## config.mk

```make
export PLATFORM = sky130hd
export DESIGN_NAME = deadlock_cycle_tracer
export DESIGN_NICKNAME = d
export VERILOG_FILES = /design/src/rtl/deadlock_cycle_tracer.sv
export SDC_FILE = /design/constraint.sdc
export NUM_CORES = 1
export LEC_CHECK = 0
export CAP_MARGIN = 10
export CORE_MARGIN = 8
export CORE_UTILIZATION = 58
export DETAILED_ROUTE_END_ITERATION = 6
export PLACE_DENSITY = 0.8
export SYNTH_ARGS = -nofsm -noshare
export SYNTH_HDL_FRONTEND = slang
export SYNTH_SLANG_ARGS = --single-unit
```

## constraint.sdc

```tcl
create_clock -name clock -period 3.19 [get_ports clock]
set_clock_uncertainty 0.05 [all_clocks]
set_input_delay 0.638 -clock clock [delete_from_list [all_inputs] [get_ports clock]]
set_output_delay 0.638 -clock clock [all_outputs]
set_load 0.05 [all_outputs]
```

## src/rtl/deadlock_cycle_tracer.sv

```systemverilog
// Deadlock detector for a dataflow region: debounces the blocked state, snapshots the
// wait-for graph, walks it to find every dependence cycle and streams each cycle out.
module deadlock_cycle_tracer #(
    parameter int PROC_NUM      = 4,
    parameter int IDX_W         = 2,
    parameter int CNT_W         = 4,
    parameter int STABLE_CYCLES = 16
) (
    input  logic                      clock,
    input  logic                      reset,
    input  logic [PROC_NUM-1:0]       blocked,
    input  logic [PROC_NUM*IDX_W-1:0] wait_for,
    input  logic                      clear,
    output logic                      rep_valid,
    input  logic                      rep_ready,
    output logic [IDX_W-1:0]          rep_proc_id,
    output logic [CNT_W-1:0]          rep_cycle_id,
    output logic                      rep_last,
    output logic                      dl_detect,
    output logic                      report_done,
    output logic [CNT_W-1:0]          cycle_count
);

    localparam int LEN_W = $clog2(PROC_NUM + 1);
    localparam int SC_W  = (STABLE_CYCLES > 1) ? $clog2(STABLE_CYCLES) : 1;

    localparam logic [2:0] S_IDLE     = 3'd0;
    localparam logic [2:0] S_SNAPSHOT = 3'd1;
    localparam logic [2:0] S_SELECT   = 3'd2;
    localparam logic [2:0] S_WALK     = 3'd3;
    localparam logic [2:0] S_EMIT     = 3'd4;
    localparam logic [2:0] S_DONE     = 3'd5;

    logic [2:0]                state;
    logic [PROC_NUM-1:0]       prev_blocked;
    logic [PROC_NUM*IDX_W-1:0] prev_wait;
    logic [SC_W-1:0]           stab_cnt;
    logic [PROC_NUM-1:0]       snap_blocked;
    logic [IDX_W-1:0]          snap_wait [PROC_NUM];
    logic [PROC_NUM-1:0]       done_mask;
    logic [PROC_NUM-1:0]       visit_mask;
    logic [PROC_NUM-1:0]       origin_hot;
    logic [IDX_W-1:0]          origin;
    logic [IDX_W-1:0]          cur;
    logic [IDX_W-1:0]          path [PROC_NUM];
    logic [LEN_W-1:0]          len;
    logic [LEN_W-1:0]          idx;
    logic                      dl_r;
    logic [CNT_W-1:0]          cycle_cnt;

    logic                      stable_in;
    logic [PROC_NUM-1:0]       cand;
    logic                      sel_found;
    logic [IDX_W-1:0]          sel_idx;
    logic [PROC_NUM-1:0]       sel_hot;
    logic [IDX_W-1:0]          nxt;
    logic [PROC_NUM-1:0]       nxt_hot;
    logic                      nxt_bad;
    logic [IDX_W-1:0]          cur_entry;
    logic                      is_last;

    assign stable_in = (|blocked) && (blocked == prev_blocked) && (wait_for == prev_wait);

    // Downward scan so the lowest pending blocked process ends up selected.
    always_comb begin
        cand      = snap_blocked & ~done_mask;
        sel_found = |cand;
        sel_idx   = '0;
        sel_hot   = '0;
        for (int i = PROC_NUM - 1; i >= 0; i--) begin
            if (cand[i]) begin
                sel_idx    = IDX_W'(i);
                sel_hot    = '0;
                sel_hot[i] = 1'b1;
            end
        end
    end

    // An out-of-range successor decodes to an all-zero one-hot and is rejected.
    always_comb begin
        nxt     = '0;
        nxt_hot = '0;
        for (int i = 0; i < PROC_NUM; i++) begin
            if (cur == IDX_W'(i)) nxt = snap_wait[i];
        end
        for (int i = 0; i < PROC_NUM; i++) begin
            nxt_hot[i] = (nxt == IDX_W'(i));
        end
        nxt_bad = ~(|nxt_hot) || ~(|(nxt_hot & snap_blocked)) ||
                  (|(nxt_hot & done_mask)) || (|(nxt_hot & visit_mask));
    end

    always_comb begin
        cur_entry = '0;
        for (int i = 0; i < PROC_NUM; i++) begin
            if (idx == LEN_W'(i)) cur_entry = path[i];
        end
        is_last = ((idx + LEN_W'(1)) == len);
    end

    assign rep_valid    = (state == S_EMIT);
    assign rep_proc_id  = rep_valid ? cur_entry : '0;
    assign rep_cycle_id = rep_valid ? cycle_cnt : '0;
    assign rep_last     = rep_valid && is_last;
    assign dl_detect    = dl_r;
    assign report_done  = (state == S_DONE);
    assign cycle_count  = cycle_cnt;

    always_ff @(posedge clock or negedge reset) begin
        if (!reset) begin
            state        <= S_IDLE;
            prev_blocked <= '0;
            prev_wait    <= '0;
            stab_cnt     <= '0;
            snap_blocked <= '0;
            done_mask    <= '0;
            visit_mask   <= '0;
            origin_hot   <= '0;
            origin       <= '0;
            cur          <= '0;
            len          <= '0;
            idx          <= '0;
            dl_r         <= 1'b0;
            cycle_cnt    <= '0;
            for (int i = 0; i < PROC_NUM; i++) begin
                snap_wait[i] <= '0;
                path[i]      <= '0;
            end
        end else if (clear) begin
            state        <= S_IDLE;
            prev_blocked <= '0;
            prev_wait    <= '0;
            stab_cnt     <= '0;
            done_mask    <= '0;
            visit_mask   <= '0;
            idx          <= '0;
            dl_r         <= 1'b0;
            cycle_cnt    <= '0;
        end else begin
            case (state)
                S_IDLE: begin
                    prev_blocked <= blocked;
                    prev_wait    <= wait_for;
                    if (!stable_in) begin
                        stab_cnt <= '0;
                    end else if (stab_cnt == SC_W'(STABLE_CYCLES - 1)) begin
                        stab_cnt <= '0;
                        state    <= S_SNAPSHOT;
                    end else begin
                        stab_cnt <= stab_cnt + SC_W'(1);
                    end
                end
                // The registered copies hold the debounced graph; live inputs may already differ.
                S_SNAPSHOT: begin
                    snap_blocked <= prev_blocked;
                    for (int i = 0; i < PROC_NUM; i++) begin
                        snap_wait[i] <= prev_wait[i*IDX_W +: IDX_W];
                    end
                    dl_r      <= 1'b1;
                    done_mask <= '0;
                    state     <= S_SELECT;
                end
                S_SELECT: begin
                    if (!sel_found) begin
                        state <= S_DONE;
                    end else begin
                        origin     <= sel_idx;
                        origin_hot <= sel_hot;
                        cur        <= sel_idx;
                        path[0]    <= sel_idx;
                        len        <= LEN_W'(1);
                        visit_mask <= sel_hot;
                        state      <= S_WALK;
                    end
                end
                S_WALK: begin
                    if (nxt == origin) begin
                        idx   <= '0;
                        state <= S_EMIT;
                    end else if (nxt_bad) begin
                        done_mask <= done_mask | origin_hot;
                        state     <= S_SELECT;
                    end else begin
                        for (int i = 0; i < PROC_NUM; i++) begin
                            if (len == LEN_W'(i)) path[i] <= nxt;
                        end
                        len        <= len + LEN_W'(1);
                        visit_mask <= visit_mask | nxt_hot;
                        cur        <= nxt;
                    end
                end
                S_EMIT: begin
                    if (rep_ready) begin
                        idx <= idx + LEN_W'(1);
                        if (is_last) begin
                            done_mask <= done_mask | visit_mask;
                            if (cycle_cnt != {CNT_W{1'b1}}) cycle_cnt <= cycle_cnt + CNT_W'(1);
                            state <= S_SELECT;
                        end
                    end
                end
                S_DONE: state <= S_DONE;
                default: state <= S_IDLE;
            endcase
        end
    end

endmodule
```

# After elaboration in Yosys (flattened, before gate mapping)

Index checks and enable logic that the tools add are counted.
Widths: inputs -> output; s select.

Input port bits: 16
Register bits after elaboration: 66
Word-level logic and storage cells: 187
Output and inout port bits: 14

Reductions and logical operators: 39
Bitwise logic cells: 13
Add/sub/neg operators: 4
Equal/unequal tests: 37
Mux-type cells: 72

Operators by type and width:

| cell                | number |
|---|---|
| $mux 4              | 25 |
| $mux 3              | 14 |
| $mux 2              | 20 |
| $mux 8              | 4 |
| $reduce_and 5->1    | 6 |
| $reduce_or 4->1     | 6 |
| $ne 3x3->1 const B  | 7 |
| $eq 3x2->1 const B  | 6 |
| $pmux 3 s6          | 1 |
| $and 4x4->4         | 4 |
| $reduce_bool 2->1   | 7 |
| $or 4x4->4          | 3 |
| $pmux 3 s2          | 2 |
| $pmux 4 s3          | 1 |
| $eq 3x1->1 const B  | 3 |
| $logic_not 3->1     | 3 |
| $add 4x1->4 const B | 2 |
| $eq 2x2->1 const B  | 4 |
| $eq 8x8->1          | 1 |
| $ne 2x2->1 const B  | 4 |
| $ne 4x4->1 const B  | 2 |
| $pmux 2 s2          | 2 |
| $pmux 4 s2          | 1 |
| $reduce_and 4->1    | 2 |
| other kinds (19)    | 35 |

# Longest topological paths before layout

Gate-level depths: netlist of run 1.

Word-level depth: 16
Mapped depth: 9
Gate-level depth less buffers: 8

# Worst setup path before layout of run 1

Ideal clock, no wire load.

Path type: register to output
Start point: reg state[1]
End point: out rep_cycle_id[0]
Required time: 2,502 ps
Buffers on the path: 2
Stages on the path, launching flop included: 7
Data arrival time: 1,997 ps
Slack: 505 ps
Cell sequence: dfrtp_1 -> buf_2 -> nor2_1 -> nand2_1 -> inv_1 -> buf_1 -> and2_1

Longest elaborated chain between the ends: 2

Ends and longest elaborated chain:

| what                     | line | RTL |
|---|---|---|
| start: declaration       | 34   | `logic [2:0] state;` |
| start signal: assignment | 111  | `state <= S_IDLE;` |
| start signal: assignment | 130  | `state <= S_IDLE;` |
| start signal: assignment | 148  | `state <= S_SNAPSHOT;` |
| $eq 3x3->1               | 101  | `assign rep_valid = (state == S_EMIT);` |
| via rep_valid            | 14   | `output logic rep_valid,` |
| $mux 4                   | 103  | `assign rep_cycle_id = rep_valid ? cycle_cnt : '0;` |
| end: declaration         | 17   | `output logic [CNT_W-1:0] rep_cycle_id,` |

The timed path passes the listed nets, and every way through them passes these cells.

# Worst setup path after layout of run 1

Start point: reg state[2]
End point: out rep_valid

Longest elaborated chain between the ends: 1

Ends and longest elaborated chain:

| what             | line |
|---|---|
| $eq 3x3->1       | 101 |
| end: declaration | 14 |

Every way passes these cells.

==> flow_metrics.env, run 1 <==
export IMPL_design_die_area_um2=8940
export IMPL_detail_route_wirelength_um=7970
export IMPL_initial_antenna_violation_count=0
export IMPL_clock_sinks=66
export IMPL_drt_drc_violations_left=0
export IMPL_drt_iter0_drc=151
export IMPL_syn_area_per_cell_um2=10.7
export IMPL_ant_nets=0
export IMPL_tightestPinTransition_ns=1.02
export IMPL_yosysTopAreaCell="sky130_fd_sc_hd__dfrtp_1"
export IMPL_pin_count_of_the_biggest_net_entering_global_routing=36
export IMPL_synth_top_area_share_pct=46.2
export IMPL_final_nets=395
export IMPL_avgRoutedWirePerCell_um=17.8
export IMPL_antenna_cells=0
export IMPL_global_route_usage_met2_pct=30.6
export IMPL_cap_viol_max_count=0
export IMPL_grt_overflow_total=0
export IMPL_syn_to_final_growth_pct=16.7
export IMPL_slew_headroom_pct=32.0
export IMPL_outcome="finished, final reports clean"
export IMPL_globalRouteTotalUtil_pct=19.4
export IMPL_cts_hold_fix_buffers=0
export IMPL_worst_ep_required_time_ns=2.50
export IMPL_yosys_register_bits=66
export IMPL_leakage_power_nw=1.91
export IMPL_clk_transition_reported_paths_ns=0.07
export IMPL_final_util_pct=70.1
export IMPL_hold_violations=0
export IMPL_vias_per_cell=5.91
export IMPL_firstDrtPassIters=4
export IMPL_clk_root_buffer_cell="sky130_fd_sc_hd__clkbuf_8"
export IMPL_synth_seq_area_share_pct=46.2
export IMPL_post_route_period_util_pct=90.6
export IMPL_floorplan_io_pins=30
export IMPL_clock_tree_from_tritoncts="yes"
export IMPL_grt_use_met1_pct=25.2
export IMPL_place_port_buffers=29
export IMPL_synthesis_nets=363
export IMPL_cts_buffers_inserted=9
export IMPL_postSynth_asyncResetShare_pct=100
export IMPL_design_core_area_um2=5960
export IMPL_clock_latency_of_the_later_clocked_register_in_the_worst_skew_pair_ns=0.34
export IMPL_final_slew_viol_count=0
export IMPL_synth_enable_flop_cells=0
export IMPL_busiest_layer="met2"
export IMPL_number_of_global_route_vias_before_repair=2737
export IMPL_drive_above_1_share_pct=16.9
export IMPL_floorplan_die_height_um=94.5
export IMPL_endpoint_kind="primary output"
export IMPL_worstPathMaxFanout=14
export IMPL_achievable_frequency_mhz=346
export IMPL_yosys_most_used_dff="sky130_fd_sc_hd__dfrtp_1"
export IMPL_finalWorstPathRequiredPeriod_ns=2.89
export IMPL_chipWidth_um=94.5
export IMPL_dp_final_hpwl_um=5800
export IMPL_syn_cell_area_um2=3580
export IMPL_clockBufferDepth=2
export IMPL_start_kind="flop"
export IMPL_vdd_drop_max_uv=424
export IMPL_htree_levels=3
export IMPL_netlist_top_cells_area="sky130_fd_sc_hd__dfrtp_1, sky130_fd_sc_hd__mux2_2, sky130_fd_sc_hd__ha_1, sky130_fd_sc_hd__xor2_1, sky130_fd_sc_hd__nor2_1"
export IMPL_synthCells=335
export IMPL_place_gp_congestion=0.867
export IMPL_first_pass_grt_wire_length_um=13600
export IMPL_grt_setup_unrepaired="no"
export IMPL_netlist_cell_type_count=51
export IMPL_power_per_cell_area_nw_per_um2=745
export IMPL_synthesis_yosys_warnings=0
export IMPL_setup_violations_final=0
export IMPL_use_met3_pct=3.65
export IMPL_floorplan_initialDensity_pct=60.1
export IMPL_worstSetupPathType="flop to primary output"
export IMPL_worst_ep_arrival_time_ns=2.20
export IMPL_timing_hold_worst_class="input port to asynchronous set/reset pin"
export IMPL_timing_setup_tns_ns=0
export IMPL_standard_cell_row_count=28
export IMPL_routed_via_count=2642
==> critical path: stages (launching register included) <==
cell and delay (ns):
sky130_fd_sc_hd__dfrtp_1 0.62, sky130_fd_sc_hd__nand2_1 0.29, sky130_fd_sc_hd__inv_1 0.14, sky130_fd_sc_hd__clkdlybuf4s50_1 0.81
==> power breakdown <==
group / switching, mW / leakage (nW) / total, mW / internal, mW
sequential: 0.195 / 0.888 / 1.22 / 1.03
clock: 0.321 / 0.108 / 0.767 / 0.447
combinational: 0.638 / 0.914 / 1.12 / 0.486
==> cells in the mapped netlist (4+ instances only) <==
| cell | n |
|---|---|
| sky130_fd_sc_hd__clkbuf_1 | 8 |
| sky130_fd_sc_hd__nor3b_1 | 5 |
| sky130_fd_sc_hd__nor2b_1 | 5 |
| sky130_fd_sc_hd__nor4_1 | 4 |
| sky130_fd_sc_hd__nand3_1 | 5 |
| sky130_fd_sc_hd__mux2i_1 | 7 |
| sky130_fd_sc_hd__nand2b_1 | 8 |
| sky130_fd_sc_hd__ha_1 | 12 |
| sky130_fd_sc_hd__nand2_1 | 27 |
| sky130_fd_sc_hd__xor2_1 | 15 |
| sky130_fd_sc_hd__xnor2_1 | 4 |
| sky130_fd_sc_hd__and2_1 | 5 |
| sky130_fd_sc_hd__a22o_1 | 13 |
| sky130_fd_sc_hd__mux2_2 | 20 |
| sky130_fd_sc_hd__a21oi_1 | 12 |
| sky130_fd_sc_hd__nor3_1 | 7 |
| sky130_fd_sc_hd__inv_1 | 11 |
| sky130_fd_sc_hd__a22oi_1 | 4 |
| sky130_fd_sc_hd__mux2_1 | 9 |
| sky130_fd_sc_hd__o21ai_0 | 14 |
| sky130_fd_sc_hd__nor2_1 | 32 |
| sky130_fd_sc_hd__dfrtp_1 | 66 |
==> registers in the layout, indices dropped and copies added, names as in the netlist <==
signal,cells
cur,2
prev_blocked,4
path,8
done_mask,4
idx,3
stab_cnt,4
dl_detect,1
snap_blocked,4
origin,2
origin_hot,4
snap_wait,8
visit_mask,4
state,3
prev_wait,8
cycle_count,4
len,3
==> final cells by class <==
| cell class | instances | area (um^2) |
|---|---|---|
| Clock buffer | 13 | 179 |
| Multi-Input combinational cell | 243 | 1820 |
| Sequential cell | 66 | 1650 |
| Tap cell | 75 | 93.8 |
| Fill cell | 444 | 1780 |
| Clock inverter | 3 | 45.0 |
| Inverter | 11 | 41.3 |
| Timing Repair Buffer | 36 | 343 |
==> cells by family after synthesis <==
group	Yosys count	synth area share, %
and+or+nand+nor	109	15.2
DFF	66	46.2
buffers and inverters	26	3.04
muxes	40	13.4
xor gates and xnor gates	19	4.65
adders and majority gates	12	4.20
AOI/OAI and AO/OA	63	13.4
==> through the flow <==
stage	hold slack (ns)	power (mW)	area (um^2)	std cells	setup WS, ns
floorplan	0.292	2.06	3580	335	0.505
global placement	0.416	2.31	3950	431	0.489
detailed placement	0.426	2.35	3950	431	0.412
CTS	0.326	3.12	4170	447	0.0451
global route	0.371	3.29	4180	447	0.218
finish	0.310	3.11	4180	447	0.300
==> what timing repair did <==
action,4_1_cts,5_1_grt
resized for setup,0,2
buffers inserted,0,0
endpoints found under the setup margin,0,2
==> per-layer routing <==
layer  up-vias  part of all wire, %
met5         -                    0
met4         0                  1.8
met3        16                  4.7
met2        56                   48
met1      1304                   46
li1       1266                    -
==> worst paths after layout <==
check | to | cells after the start | slack (ns) | start
hold / removal | stab_cnt[0]$_DFFE_PN0P_ | 1 | 0.31 | reset
setup / recovery | rep_valid | 3 | 0.30 | state[2]$_DFFE_PN0P_
setup reg to reg | cycle_count[3]$_DFFE_PN0P_ | 8 | 0.61 | state[2]$_DFFE_PN0P_
min in group clock | stab_cnt[3]$_DFFE_PN0P_ | 1 | 0.45 | stab_cnt[3]$_DFFE_PN0P_
max in group asynchronous | origin_hot[3]$_DFFE_PN0P_ | 2 | 2.15 | reset
hold reg to reg | stab_cnt[3]$_DFFE_PN0P_ | 1 | 0.45 | stab_cnt[3]$_DFFE_PN0P_
==> cells in the final DEF, fill, tap and decap left out, types with 3 or more instances in the layout <==
cell type	instances
sky130_fd_sc_hd__dfrtp_1	66
sky130_fd_sc_hd__nor2_1	32
sky130_fd_sc_hd__nand2_1	27
sky130_fd_sc_hd__clkdlybuf4s50_1	21
sky130_fd_sc_hd__mux2_2	20
sky130_fd_sc_hd__xor2_1	15
sky130_fd_sc_hd__o21ai_0	14
sky130_fd_sc_hd__a22o_1	13
sky130_fd_sc_hd__clkbuf_8	13
sky130_fd_sc_hd__a21oi_1	12
sky130_fd_sc_hd__ha_1	12
sky130_fd_sc_hd__inv_1	11
sky130_fd_sc_hd__buf_4	11
sky130_fd_sc_hd__mux2_1	9
sky130_fd_sc_hd__nand2b_1	8
sky130_fd_sc_hd__mux2i_1	7
sky130_fd_sc_hd__nor3_1	7
sky130_fd_sc_hd__and2_1	5
sky130_fd_sc_hd__nor2b_1	5
sky130_fd_sc_hd__nand3_1	5
sky130_fd_sc_hd__nor3b_1	5
sky130_fd_sc_hd__a22oi_1	4
sky130_fd_sc_hd__xnor2_1	4
sky130_fd_sc_hd__o32ai_1	3
sky130_fd_sc_hd__nor4_1	3
Power figures use the tool's default switching activity.
==> run 2, diff against run 1 <==
--- a/config.mk
+++ b/config.mk
@@ -7,9 +7,10 @@
 export LEC_CHECK = 0
 export CAP_MARGIN = 10
 export CORE_MARGIN = 8
-export CORE_UTILIZATION = 58
+export CORE_UTILIZATION = 50
 export DETAILED_ROUTE_END_ITERATION = 6
-export PLACE_DENSITY = 0.8
+export DONT_BUFFER_PORTS = 1
+export SKIP_LAST_GASP = 1
 export SYNTH_ARGS = -nofsm -noshare
 export SYNTH_HDL_FRONTEND = slang
 export SYNTH_SLANG_ARGS = --single-unit
==> flow_metrics.env, run 2 (synthesized netlist as in run 1, its figures left out) <==
export IMPL_floorplan_io_pins=30
export IMPL_vias_per_cell=5.52
export IMPL_number_of_global_route_vias_before_repair=2462
export IMPL_grt_overflow_total=0
export IMPL_worst_ep_arrival_time_ns=2.10
export IMPL_clock_tree_from_tritoncts="yes"
export IMPL_design_die_area_um2=10100
export IMPL_pin_count_of_the_biggest_net_entering_global_routing=67
export IMPL_start_kind="flop"
export IMPL_placed_cells=430
export IMPL_drive_above_1_share_pct=17.8
export IMPL_firstDrtPassIters=4
export IMPL_final_instance_count_excl_fill=447
export IMPL_finalWorstPathRequiredPeriod_ns=2.79
export IMPL_worstSetupPathType="flop to primary output"
export IMPL_htree_levels=3
export IMPL_achievable_frequency_mhz=358
export IMPL_detail_route_wirelength_um=7500
export IMPL_endpoint_kind="primary output"
export IMPL_timing_setup_tns_ns=0
export IMPL_floorplan_die_height_um=101
export IMPL_cts_hold_fix_buffers=1
export IMPL_worst_ep_required_time_ns=2.50
export IMPL_multiInputGateArea_um2=1820
export IMPL_floorplan_initialDensity_pct=50.4
export IMPL_drt_drc_violations_left=0
export IMPL_setup_violations_final=0
export IMPL_drt_iter0_drc=112
export IMPL_initial_antenna_violation_count=0
export IMPL_final_common_cell="sky130_fd_sc_hd__dfrtp_1"
export IMPL_avgRoutedWirePerCell_um=16.8
export IMPL_dp_final_hpwl_um=5510
export IMPL_final_slew_viol_count=0
export IMPL_clock_sinks=66
export IMPL_ant_nets=0
export IMPL_cap_viol_max_count=0
export IMPL_final_nets=371
export IMPL_outcome="finished, final reports clean"
export IMPL_worstPathMaxFanout=13
export IMPL_post_cts_resize_count=0
export IMPL_clock_latency_of_the_later_clocked_register_in_the_worst_skew_pair_ns=0.34
export IMPL_final_cell_mix="sky130_fd_sc_hd__dfrtp_1, sky130_fd_sc_hd__nor2_1, sky130_fd_sc_hd__nand2_1, sky130_fd_sc_hd__mux2_2, sky130_fd_sc_hd__xor2_1"
export IMPL_hold_worst_slack_ns=0.114
export IMPL_routed_via_count=2467
export IMPL_slew_headroom_pct=54.7
export IMPL_standard_cell_row_count=31
export IMPL_timing_hold_worst_class="input port to asynchronous set/reset pin"
export IMPL_leakage_power_nw=1.80
export IMPL_post_route_period_util_pct=87.5
export IMPL_clockBufferDepth=2
export IMPL_clk_transition_reported_paths_ns=0.08
export IMPL_place_port_buffers=0
export IMPL_hold_violations=0
export IMPL_vdd_drop_max_uv=488
export IMPL_cts_buffers_inserted=9
export IMPL_power_per_cell_area_nw_per_um2=796
export IMPL_globalRouteTotalUtil_pct=16.1
export IMPL_design_core_area_um2=7100
export IMPL_syn_to_final_growth_pct=11.8
export IMPL_chipWidth_um=101
export IMPL_sequential_cell_area_um2=1650
export IMPL_place_gp_congestion=0.815
export IMPL_grt_setup_unrepaired="no"
export IMPL_top_regs="path: 8 flops, prev_wait: 8 flops, snap_wait: 8 flops"
export IMPL_post_cts_setup_buffers=0
export IMPL_n_fill_cell=613
export IMPL_clk_root_buffer_cell="sky130_fd_sc_hd__clkbuf_8"
export IMPL_tightestPinTransition_ns=0.675
export IMPL_first_pass_grt_wire_length_um=12600
export IMPL_antenna_cells=0
[run 2: layout make-up]
class | instances | area share, %
clock inverter | 7 | 3.13
tap | 99 | 3.10
multi-input combinational | 243 | 45.6
sequential | 66 | 41.3
clock buffer | 9 | 3.10
inverter | 11 | 1.03
timing repair buffer | 12 | 2.75
[run 2: worst max-delay path, cell delays in order, from the launching register on]
cell and delay [ns]:
sky130_fd_sc_hd__dfrtp_1 0.51, sky130_fd_sc_hd__nor2_1 0.14, sky130_fd_sc_hd__nand2_1 0.16, sky130_fd_sc_hd__inv_1 0.43, sky130_fd_sc_hd__and2_1 0.52
[run 2: worst paths after layout]
| check | startpoint | endpoint | slack, ns | depth (start not counted) |
|---|---|---|---|---|
| worst max-delay path | state[0]$_DFFE_PN0P_ | rep_cycle_id[3] | 0.40 | 4 |
| worst min-delay path | reset | visit_mask[1]$_DFFE_PN0P_ | 0.11 | 1 |
| worst max register to register | state[0]$_DFFE_PN0P_ | cycle_count[3]$_DFFE_PN0P_ | 0.60 | 8 |
| worst min register to register | stab_cnt[3]$_DFFE_PN0P_ | stab_cnt[3]$_DFFE_PN0P_ | 0.44 | 1 |
| max in group asynchronous | reset | snap_blocked[1]$_DFFE_PN0P_ | 2.70 | 1 |
| min in group clock | clear | state[2]$_DFFE_PN0P_ | 0.30 | 1 |
[run 2: power by group]
group	leakage [nW]	total, mW	switching, mW	internal (mW)
registers	0.888	1.23	0.200	1.03
clock network	0.124	0.877	0.349	0.527
logic	0.791	1.08	0.614	0.469
[run 2: metal layers]
metal  up-vias  wire [um]  GRT usage [%]
li1       1207          -              -
met3         8        398           3.87
met4         0         98           6.51
met5         -          0              0
met1      1204       3550           21.5
met2        48       3460           24.4
[run 2: metrics by stage]
stage	power [mW]	util, %	cell area, um^2	setup WS (ns)
floorplan	2.06	-	3580	0.505
CTS	3.22	56.4	4000	0.386
finish	3.19	56.4	4000	0.399
global placement	2.30	52.5	3720	0.632
detailed placement	2.31	52.5	3720	0.609
global route	3.40	56.4	4000	0.195
==> run 3, diff against run 2 <==
--- a/config.mk
+++ b/config.mk
@@ -6,7 +6,6 @@
 export NUM_CORES = 1
 export LEC_CHECK = 0
 export CAP_MARGIN = 10
-export CORE_MARGIN = 8
 export CORE_UTILIZATION = 50
 export DETAILED_ROUTE_END_ITERATION = 6
 export DONT_BUFFER_PORTS = 1
==> flow_metrics.env, run 3 (synthesized netlist as in run 1, its figures left out) <==
export IMPL_power_per_cell_area_nw_per_um2=747
export IMPL_ant_nets=0
export IMPL_final_nets=370
export IMPL_critical_path_slowest_cell="sky130_fd_sc_hd__dfrtp_1"
export IMPL_grt_overflow_total=0
export IMPL_dp_final_hpwl_um=5280
export IMPL_timing_critical_path_buf_inv=1
export IMPL_floorplan_die_height_um=86.6
export IMPL_floorplan_io_pins=30
export IMPL_pin_count_of_the_biggest_net_entering_global_routing=67
export IMPL_preCtsSetupSlack_ns=0.678
export IMPL_hold_violations=0
export IMPL_standard_cell_row_count=30
export IMPL_avgRoutedWirePerCell_um=16.9
export IMPL_post_cts_resize_count=0
export IMPL_clock_latency_of_the_later_clocked_register_in_the_worst_skew_pair_ns=0.35
export IMPL_final_util_pct=56.8
export IMPL_timing_setup_tns_ns=0
export IMPL_place_port_buffers=0
export IMPL_top_regs="path: 8 flops, prev_wait: 8 flops, snap_wait: 8 flops"
export IMPL_design_die_area_um2=7500
export IMPL_clk_root_buffer_cell="sky130_fd_sc_hd__clkbuf_8"
export IMPL_grt_setup_unrepaired="no"
export IMPL_worst_ep_required_time_ns=2.50
export IMPL_htree_levels=3
export IMPL_post_route_period_util_pct=82.7
export IMPL_syn_to_final_growth_pct=8.95
export IMPL_achievable_frequency_mhz=379
export IMPL_cp_slowest_stage_delay_ns=0.42
export IMPL_clock_tree_from_tritoncts="yes"
export IMPL_final_common_cell="sky130_fd_sc_hd__dfrtp_1"
export IMPL_cp_startpoint="idx[0]$_DFFE_PN0P_"
export IMPL_endpoint_kind="primary output"
export IMPL_crit_path_cell_trace="ha_1, ha_1, xor2_1, nand3_1, nor2_1, buf_4"
export IMPL_final_cell_mix="sky130_fd_sc_hd__dfrtp_1, sky130_fd_sc_hd__nor2_1, sky130_fd_sc_hd__nand2_1, sky130_fd_sc_hd__mux2_2, sky130_fd_sc_hd__xor2_1"
export IMPL_globalRouteTotalUtil_pct=22.7
export IMPL_tightestPinTransition_ns=0.599
export IMPL_clock_sinks=66
export IMPL_start_kind="flop"
export IMPL_final_instance_count_excl_fill=441
export IMPL_drive_above_1_share_pct=16.8
export IMPL_clk_transition_reported_paths_ns=0.08
export IMPL_placed_cells=426
export IMPL_cpMostUsedCell="sky130_fd_sc_hd__ha_1"
export IMPL_chipWidth_um=86.6
export IMPL_setup_violations_final=0
export IMPL_detail_route_wirelength_um=7470
export IMPL_firstDrtPassIters=4
export IMPL_slew_headroom_pct=59.8
export IMPL_leakage_power_nw=1.75
export IMPL_initial_antenna_violation_count=0
export IMPL_finalWorstPathRequiredPeriod_ns=2.64
export IMPL_cap_viol_max_count=0
export IMPL_fin_ws_ns=0.552
export IMPL_drt_iter0_drc=136
export IMPL_routed_via_count=2508
export IMPL_cpLargestDelayFamily="adder cells"
export IMPL_worstPathMaxFanout=4
export IMPL_vdd_drop_max_uv=400
export IMPL_clockBufferDepth=2
export IMPL_worst_ep_arrival_time_ns=1.95
export IMPL_place_gp_congestion=0.808
export IMPL_worstSetupPathType="flop to primary output"
export IMPL_design_core_area_um2=6870
export IMPL_finalPower_mw=2.91
export IMPL_r2r_start="cur[0]$_DFFE_PN0P_"
export IMPL_timing_hold_worst_class="input port to asynchronous set/reset pin"
export IMPL_outcome="finished, final reports clean"
export IMPL_first_pass_grt_wire_length_um=12800
export IMPL_final_slew_viol_count=0
export IMPL_antenna_cells=0
export IMPL_number_of_global_route_vias_before_repair=2542
export IMPL_post_cts_setup_buffers=0
export IMPL_cts_hold_fix_buffers=1
export IMPL_floorplan_initialDensity_pct=52.1
export IMPL_vias_per_cell=5.69
export IMPL_cts_buffers_inserted=9
export IMPL_drt_drc_violations_left=0
run 3: cell type report:
cell class / instances / area (um^2)
sequential: 66 / 1650
tap: 96 / 120
inverter: 11 / 41.3
timing repair buffer: 11 / 103
clock inverter: 3 / 17.5
multi-input combinational: 243 / 1820
clock buffer: 11 / 141
fill: 600 / 2970
run 3: through the flow:
step | area (um^2) | hold slack (ns)
3_5_place_dp | 3710 | 0.294
2_1_floorplan | 3580 | 0.292
6_report | 3900 | 0.110
3_3_place_gp | 3710 | 0.294
5_1_grt | 3900 | 0.130
4_1_cts | 3900 | 0.125
run 3: worst paths after layout:
kind,to,slack (ns),cells past startpoint
worst max-delay path,rep_last,0.55,6
worst min-delay path,stab_cnt[1]$_DFFE_PN0P_,0.11,1
worst max register to register,cur[0]$_DFFE_PN0P_,0.68,6
worst min register to register,stab_cnt[3]$_DFFE_PN0P_,0.44,1
max in group asynchronous,path[6]$_DFFE_PN0P_,2.70,1
min in group clock,state[2]$_DFFE_PN0P_,0.31,1
run 3: layer usage:
| metal | part of all wire (%) | track usage, % | vias up |
|---|---|---|---|
| li1 | - | - | 1207 |
| met3 | 3.4 | 4.29 | 9 |
| met1 | 52 | 32.9 | 1248 |
| met2 | 43 | 33.3 | 44 |
| met5 | 0 | 0 | - |
| met4 | 1.4 | 9.39 | 0 |
run 3: where the power goes:
group	leakage (nW)	switching, mW	internal (mW)
clock network	0.0810	0.311	0.292
registers	0.888	0.212	1.03
logic	0.786	0.603	0.468
total	1.75	1.13	1.79
